--- src/rtl/traffic_phase_seq.sv ---
// -----------------------------------------------------------------------------
// traffic_phase_seq
//
// Steps through the six signal movements of the intersection
// (EW left/straight/right, then SN left/straight/right).
// Each movement runs GREEN -> YELLOW -> ALL_RED and then hands over to the
// next movement. A 1-second tick is derived from sys_clk by a free-running
// divider. There is no derived clock.
//
// Ports
//   sys_clk, sys_rst_n   clock, asynchronous active-low reset
//   *_time [5:0]         green seconds per movement; sampled when a movement
//                        enters GREEN and clamped up to MIN_GREEN
//   hold                 freezes the countdown and the lights (ignored in FLASH)
//   flash_en             night flash request; taken at the end of an ALL_RED
//   green/yellow [5:0]   per-movement lamps, bit5 = ew_l ... bit0 = sn_r
//   countdown [5:0]      seconds left in the current interval
//   phase_idx [2:0]      current movement, 0 = ew_l .. 5 = sn_r
//   state [1:0]          0 GREEN, 1 YELLOW, 2 ALL_RED, 3 FLASH
//
// All outputs come straight from flops. The lamp flops are loaded from the
// next-state values, so the lamps always agree with state/phase_idx in the
// same cycle.
// -----------------------------------------------------------------------------
module traffic_phase_seq #(
  parameter int CLK_DIV      = 50_000_000,
  parameter int YELLOW_TIME  = 3,
  parameter int ALL_RED_TIME = 1,
  parameter int MIN_GREEN    = 5
) (
  input  logic       sys_clk,
  input  logic       sys_rst_n,
  input  logic [5:0] ew_left_time,
  input  logic [5:0] ew_stra_time,
  input  logic [5:0] ew_right_time,
  input  logic [5:0] sn_left_time,
  input  logic [5:0] sn_stra_time,
  input  logic [5:0] sn_right_time,
  input  logic       hold,
  input  logic       flash_en,
  output logic [5:0] green,
  output logic [5:0] yellow,
  output logic [5:0] countdown,
  output logic [2:0] phase_idx,
  output logic [1:0] state
);

  localparam int CNT_W = (CLK_DIV > 1) ? $clog2(CLK_DIV) : 1;

  typedef enum logic [1:0] {
    ST_GREEN   = 2'd0,
    ST_YELLOW  = 2'd1,
    ST_ALL_RED = 2'd2,
    ST_FLASH   = 2'd3
  } state_t;

  logic [CNT_W-1:0] cnt_q, cnt_d;
  state_t           state_q, state_d;
  logic [2:0]       phase_q, phase_d;
  logic [5:0]       cd_q, cd_d;
  logic             tog_q, tog_d;
  logic [5:0]       green_q, green_d;
  logic [5:0]       yellow_q, yellow_d;

  logic             tick;
  logic [2:0]       phase_inc;
  logic [5:0]       raw_time;
  logic [5:0]       green_time;
  logic [5:0]       lamp_sel;
  logic [5:0]       lamp_msb;

  // One-second tick: the divider never stops, so hold/flash cannot skew it.
  assign tick  = (cnt_q == CNT_W'(CLK_DIV - 1));
  assign cnt_d = tick ? '0 : cnt_q + CNT_W'(1);

  assign phase_inc = (phase_q == 3'd5) ? 3'd0 : phase_q + 3'd1;

  // Green duration of the movement about to start.
  always_comb begin
    raw_time = ew_left_time;
    case (phase_inc)
      3'd0:    raw_time = ew_left_time;
      3'd1:    raw_time = ew_stra_time;
      3'd2:    raw_time = ew_right_time;
      3'd3:    raw_time = sn_left_time;
      3'd4:    raw_time = sn_stra_time;
      3'd5:    raw_time = sn_right_time;
      default: raw_time = ew_left_time;
    endcase
  end

  assign green_time = (raw_time < 6'(MIN_GREEN)) ? 6'(MIN_GREEN) : raw_time;

  // Next-state logic.
  always_comb begin
    state_d = state_q;
    phase_d = phase_q;
    cd_d    = cd_q;
    tog_d   = tog_q;
    if (tick) begin
      if (state_q == ST_FLASH) begin
        // Flash ignores hold. Leaving flash always passes through ALL_RED
        // with phase 5, so the next green is ew_l after a full clearance.
        if (!flash_en) begin
          state_d = ST_ALL_RED;
          phase_d = 3'd5;
          cd_d    = 6'(ALL_RED_TIME);
          tog_d   = 1'b0;
        end else begin
          tog_d = ~tog_q;
        end
      end else if (!hold) begin
        if (cd_q > 6'd1) begin
          cd_d = cd_q - 6'd1;
        end else begin
          case (state_q)
            ST_GREEN: begin
              state_d = ST_YELLOW;
              cd_d    = 6'(YELLOW_TIME);
            end
            ST_YELLOW: begin
              state_d = ST_ALL_RED;
              cd_d    = 6'(ALL_RED_TIME);
            end
            ST_ALL_RED: begin
              if (flash_en) begin
                state_d = ST_FLASH;
                cd_d    = 6'd0;
                tog_d   = 1'b0;
              end else begin
                state_d = ST_GREEN;
                phase_d = phase_inc;
                cd_d    = green_time;
              end
            end
            default: begin
              state_d = ST_ALL_RED;
              cd_d    = 6'(ALL_RED_TIME);
            end
          endcase
        end
      end
    end
  end

  // Lamp decode from the next state, registered below.
  assign lamp_msb = 6'b100000;
  assign lamp_sel = lamp_msb >> phase_d;

  always_comb begin
    green_d  = 6'd0;
    yellow_d = 6'd0;
    case (state_d)
      ST_GREEN:  green_d  = lamp_sel;
      ST_YELLOW: yellow_d = lamp_sel;
      ST_FLASH:  yellow_d = {6{tog_d}};
      default: begin
        green_d  = 6'd0;
        yellow_d = 6'd0;
      end
    endcase
  end

  always_ff @(posedge sys_clk or negedge sys_rst_n) begin
    if (!sys_rst_n) begin
      cnt_q    <= '0;
      state_q  <= ST_ALL_RED;
      phase_q  <= 3'd5;
      cd_q     <= 6'(ALL_RED_TIME);
      tog_q    <= 1'b0;
      green_q  <= 6'd0;
      yellow_q <= 6'd0;
    end else begin
      cnt_q    <= cnt_d;
      state_q  <= state_d;
      phase_q  <= phase_d;
      cd_q     <= cd_d;
      tog_q    <= tog_d;
      green_q  <= green_d;
      yellow_q <= yellow_d;
    end
  end

  assign green     = green_q;
  assign yellow    = yellow_q;
  assign countdown = cd_q;
  assign phase_idx = phase_q;
  assign state     = state_q;

endmodule
--- config.mk ---
export PLATFORM = sky130hd
export DESIGN_NAME = traffic_phase_seq
export DESIGN_NICKNAME = d
export VERILOG_FILES = /design/src/rtl/traffic_phase_seq.sv
export SDC_FILE = /design/constraint.sdc
export NUM_CORES = 1
export LEC_CHECK = 0
export CORE_ASPECT_RATIO = 2
export CORE_UTILIZATION = 51
export CTS_CLUSTER_DIAMETER = 50
export DETAILED_ROUTE_END_ITERATION = 10
export PLACE_DENSITY = 0.8
export REMOVE_ABC_BUFFERS = 1
export SYNTH_ARGS = -nofsm -noshare
export SYNTH_HDL_FRONTEND = slang
export SYNTH_SLANG_ARGS = --single-unit
export TNS_END_PERCENT = 10
--- constraint.sdc ---
create_clock -name sys_clk -period 2.9 [get_ports sys_clk]
set_clock_uncertainty 0.05 [all_clocks]
set_input_delay 0.29 -clock sys_clk [delete_from_list [all_inputs] [get_ports sys_clk]]
set_output_delay 0.29 -clock sys_clk [all_outputs]
set_load 0.02 [all_outputs]
Word-level counts from Yosys, hierarchy flattened
Cells that the tools add are included.
Word-level totals
  flip-flop bits (word level): 50
  output and inout port bits: 23
  word-level logic and storage cells: 63
Cells by class
  add/sub/neg operators: 3
  order comparisons: 2
  eq/ne operators: 13
  shift-type cells: 1
  multiplexer cells: 33
  bitwise logic cells: 1
  reduce and logical (&&, ||, !) cells: 3
Operator list (number)
  $mux W6: 7
  $pmux W6 S5: 1
  $add A26 B1 Y26 const B: 1
  $eq A26 B26 Y1 const B: 1
  $mux W26: 1
  $mux W3: 8
  $pmux W6 S2: 2
  $mux W2: 6
  $eq A3 B3 Y1 const B: 3
  $mux W1: 7
  $eq A2 B2 Y1 const B: 3
  $eq A3 B2 Y1 const B: 2
  $gt A6 B1 Y1 const B: 1
  $lt A6 B3 Y1 const B: 1
  $shr A6 B3 Y6 const A: 1
  $sub A6 B1 Y6 const B: 1
  $logic_not A2 Y1: 2
  $pmux W2 S2: 1
  $add A3 B1 Y3 const B: 1
  $eq A3 B1 Y1 const B: 1
  $reduce_and A3 Y1: 1
  $eq A2 B1 Y1 const B: 1
  $ne A2 B1 Y1 const B: 1
  $ne A2 B2 Y1 const B: 1
  $not A1 Y1: 1

Depth between registers and ports, before layout
  word-level depth: 11
  gate-level depth with buffers: 9
  gate-level depth less buffers: 9

Worst setup path before layout
OpenSTA, ideal clock, no wires.
  kind: register -> register
  from: register cd_q[0] (netlist: countdown[0])
  to: register yellow_q[5] (netlist: yellow[5])
  setup time: 0.092 ns
  arrival time: 2.297 ns
  data required time: 2.758 ns
  setup slack: 0.461 ns
  stages on the path, launching flop included: 10
  buffers on the path: 1
  period minus slack after synthesis: 2.439 ns
  path through: dfstp_2 inv_1 ha_1 o21ba_2 and3_1 and4_4 buf_8 xnor2_4 or3_4 o31ai_2
Between the ends
  longest elaborated chain between the ends: 7
Ends and longest elaborated chain
  from (decl): line 60  | logic [5:0] cd_q, cd_d;
  from (signal assigned): line 169  | cd_q <= 6'(ALL_RED_TIME);
  $gt A6 B1 Y1 *: line 113  | if (cd_q > 6'd1) begin
  $mux W3 or $mux W2 (tied branches): line 113
  $mux W3 or $mux W2 (tied branches): line 112  | end else if (!hold) begin
  $mux W3 or $mux W2 (tied branches): line 101  | if (state_q == ST_FLASH) begin
  $mux W3 or $mux W2 (tied branches): line 100  | if (tick) begin
  $shr A6 B3 Y6, or another cell as far along: line 148  | assign lamp_sel = lamp_msb >> phase_d;
  $pmux W6 S2 *: line 153  | case (state_d)
  via yellow_d[5]: line 63  | logic [5:0] yellow_q, yellow_d;
  to (signal assigned): line 180  | yellow_q <= yellow_d;
  to (decl): line 63
The timed path passes the listed nets; every way through them passes the cells marked *.
A chain may end at the register's enable or synchronous reset.

Worst setup path after layout
Same ends and word-level chain as after synthesis.

==> summary.txt <==
Yosys
  – Synth Area in Adders: 0.0127
  – Mux contribution to synthesized area: 0.0394
  – XOR/XNOR Fraction of Synth Area: 0.0834
  – Sequential area share after synthesis: 0.425
  – Post-synthesis register bit count: 50
  – Yosys top cell area share: 0.389
  – Simple-Gate Fraction of Synth Area: 0.245
  – Top cells by count, synth: 46 x dfrtp_1, 35 x nor2_1, 20 x nand2_1, 16 x nand3_1
  – Cell Area, Synth: 2960 sq um
  – Cell variety after synth: 64
  – Post-synth ARST share: 1.00
  – Synth area leader: dfrtp_1
  – Top post-synthesis cells by area: dfrtp_1 39%, nor2_1 4.4%, xor2_1 4.1%
  – Synth Warn #: 0
  – EDFF count, synth: 0
  – Avg Inst Size Synth: 9.73 sq um
  – Compound-Gate Fraction of Synth Area: 0.160
  – Main combinational cell family by area after synthesis: simple AND/OR/NAND/NOR gates
  – Ys flop type: dfrtp_1
  – Mapped Cells: 304
  – Most frequent cell after synthesis: dfrtp_1

Clocking
  – Worst skew pair latency: 0.32 ns
  – CTS Buf Count: 5
  – Post-CTS sizing: 0
  – H-tree depth: 2
  – CTS sink cnt: 50
  – CTS tree: yes
  – Max Buffers Root-to-Sink: 2
  – Hold-fix buffers, CTS: 1
  – Setup bufs post-CTS: 0
  – Clk root buf: clkbuf_8
  – CTS clk-pin slew, worst paths: 0.10 ns

Outcome
  – Status: finished, final reports clean

Critical path
  – Max FO, Critical Path: 8
  – Critical path data arrival time: 2.59 ns
  – Reg2reg path depth: 8
  – RR Startpoint: countdown[0]
  – Critical path data required time: 3.09 ns
  – CP Launch Type: flop
  – Type of the worst setup path: flop to flop
  – R2r endpoint: yellow[5]
  – CP startpoint: countdown[0]
  – FF-to-FF setup slack: 0.49 ns
  – CP endpoint kind: flop

Power and ir drop
  – Max IR drop VDD: 0.498 mV
  – Leak: 0.00156 uW
  – Pwr dens: 334 nW/um^2

Min path
  – Hold Crit Class: flop to flop
  – Hold path startpoint: cnt_q[4]
  – Worst hold path endpoint: cnt_q[4]
  – Worst Hold Depth: 1

Timing
  – PnR worst setup slack: 0.494 ns
  – RSZ-0062 raised after global routing: false
  – Final setup viols: 0
  – Fmax achieved: 0.416 GHz
  – Actual slew at the worst max-slew pin: 0.675 ns
  – Final Cycle Share: 0.830
  – Fin crit period: 2.41 ns
  – Slew Limit Fails: 0
  – Hold Violations, Final: 0
  – Setup TNS: 0 ns
  – Worst rel slew slack: 0.546

Drt
  – Via-to-Cell Ratio: 6.02
  – WL/cell: 17.0 um
  – Pre-Repair DR Iteration Count: 4
  – Remaining DRCs: 0
  – Post-Route WL: 7380 um
  – 1st-iter DRT viols: 88
  – Antenna-violating nets left: 0
  – Routed via count: 2,605

Finish
  – Layout cell share with drive strength beyond 1: 0.121
  – Post-route cell area: 3760 sq um
  – P&R area growth vs syn: 27.3%
  – Fin nets: 415
  – Ant. Diodes: 0

Die
  – FP Rows: 38
  – Die area: 6120 sq um
  – Chip Width: 55.8 um
  – IO Pins: 63
  – Core ar.: 5520 sq um
  – Starting density of the core: 0.536
  – Die height: 110 um

Placed design
  – Final GP Congestion: 0.879
  – Number of port buffers: 62
  – DP Area: 3660 sq um
  – Setup slack after placement: 0.458 ns
  – Hpwl dp: 5660 um

Global route
  – Initial antenna violation count: 0
  – Total track usage: 0.261
  – Grt ovf: 0
  – Number of global-route vias before repair: 2,691
  – Global-route wire length before repair: 12,300 um
  – Largest net degree at the start of global routing: 31

Run
  – Maxcap violations: 0
state kept, by name, summed over array words and instances, names as in the netlist:
name,count
yellow,6
countdown,6
phase_idx,3
state,2
green,6
tog_q,1
cnt_q,26
layout by cell type, fill, tap and decap left out, types with 2 or more instances in the layout:
| master | netlist | routed |
|---|---|---|
| a21oi_1 | 6 | 6 |
| a2111oi_0 | 3 | 3 |
| and3_1 | 6 | 6 |
| ha_1 | 3 | 3 |
| and4_4 | 3 | 3 |
| inv_1 | 11 | 11 |
| xor2_1 | 14 | 14 |
| o31ai_1 | 2 | 2 |
| dfrtp_1 | 46 | 46 |
| and4_1 | 4 | 4 |
| nand4_1 | 8 | 8 |
| o221a_2 | 2 | 2 |
| xnor2_1 | 11 | 11 |
| nor2b_1 | 2 | 2 |
| buf_4 | 1 | 9 |
| o211ai_1 | 5 | 5 |
| nor4_1 | 4 | 4 |
| mux4_2 | 2 | 2 |
| mux2i_1 | 6 | 6 |
| dfstp_2 | 4 | 4 |
| and2_1 | 4 | 4 |
| nor4b_1 | 2 | 2 |
| a31oi_1 | 6 | 6 |
| and4bb_2 | 2 | 2 |
| o21ai_0 | 14 | 14 |
| nor3_1 | 10 | 10 |
| nand2_1 | 20 | 20 |
| nor2_1 | 35 | 35 |
| a41oi_2 | 2 | 2 |
| clkbuf_8 | 0 | 5 |
| nand2b_1 | 4 | 4 |
| a2bb2oi_1 | 2 | 2 |
| nand3_1 | 16 | 16 |
| nand4b_1 | 2 | 2 |
| a22o_1 | 4 | 4 |
| clkdlybuf4s50_1 | 0 | 61 |
| or3_1 | 2 | 2 |
| clkinv_4 | 0 | 2 |
cell type report:
| class | instances | area, sq um |
|---|---|---|
| fillers | 454 | 1750 |
| multi-input cells | 231 | 1600 |
| flip-flops and latches | 50 | 1260 |
| repair buffers | 72 | 693 |
| well taps | 60 | 75.1 |
| clock buffers | 5 | 68.8 |
| inverters | 12 | 45.0 |
| clock inverters | 3 | 28.8 |
worst max-delay path, cell delays in order (launching register included):
cell,delay [ns]
dfstp_2,0.60
inv_1,0.07
ha_1,0.26
o21ba_2,0.25
and3_1,0.21
and4_4,0.19
xnor2_4,0.14
or3_4,0.35
o31ai_2,0.21
where the power goes:
group          switching [uW]  internal [uW]  total (uW)
logic                    47.4           74.7         122
registers                8.85            701         710
clock network             247            179         426
total                     304            955        1260
metal layers:
| layer | routed length, um | track usage | part of all wire | vias to the layer above |
|---|---|---|---|---|
| li1 | - | - | - | 1265 |
| met1 | 2770 | 0.279 | 0.38 | 1225 |
| met2 | 4000 | 0.479 | 0.54 | 90 |
| met3 | 303 | 0.0400 | 0.041 | 25 |
| met4 | 303 | 0.153 | 0.041 | 0 |
| met5 | 0 | 0 | 0 | - |
cell families (layout without fill, tap and decap cells):
kind of cell / Yosys count / after routing
buffers and inverters: 23 / 92
and+or+nand+nor: 131 / 131
DFF: 50 / 50
adders and majority gates: 3 / 3
AOI/OAI and AO/OA: 62 / 62
xor gates and xnor gates: 26 / 26
muxes: 9 / 9
worst max-delay path by stage:
| stage | cells past startpoint | slack [ns] | to |
|---|---|---|---|
| after global placement | 7 | 0.52 | countdown[2] |
| after floorplan | 8 | 0.54 | yellow[5] |
| final | 8 | 0.49 | yellow[5] |
| after CTS | 6 | 0.48 | countdown[2] |
| after detailed placement | 7 | 0.46 | countdown[2] |
| after global routing | 6 | 0.25 | countdown[2] |
per-stage QoR:
stage	power [uW]	hold slack, ns	utilization	cells
CTS	1280	0.424	0.682	433
global route	1310	0.468	0.682	433
detailed placement	845	0.309	0.663	424
global placement	844	0.312	0.663	424
floorplan	759	-0.0556	-	293
finish	1260	0.421	0.682	433
No activity file was read; power rests on OpenSTA's default activity.
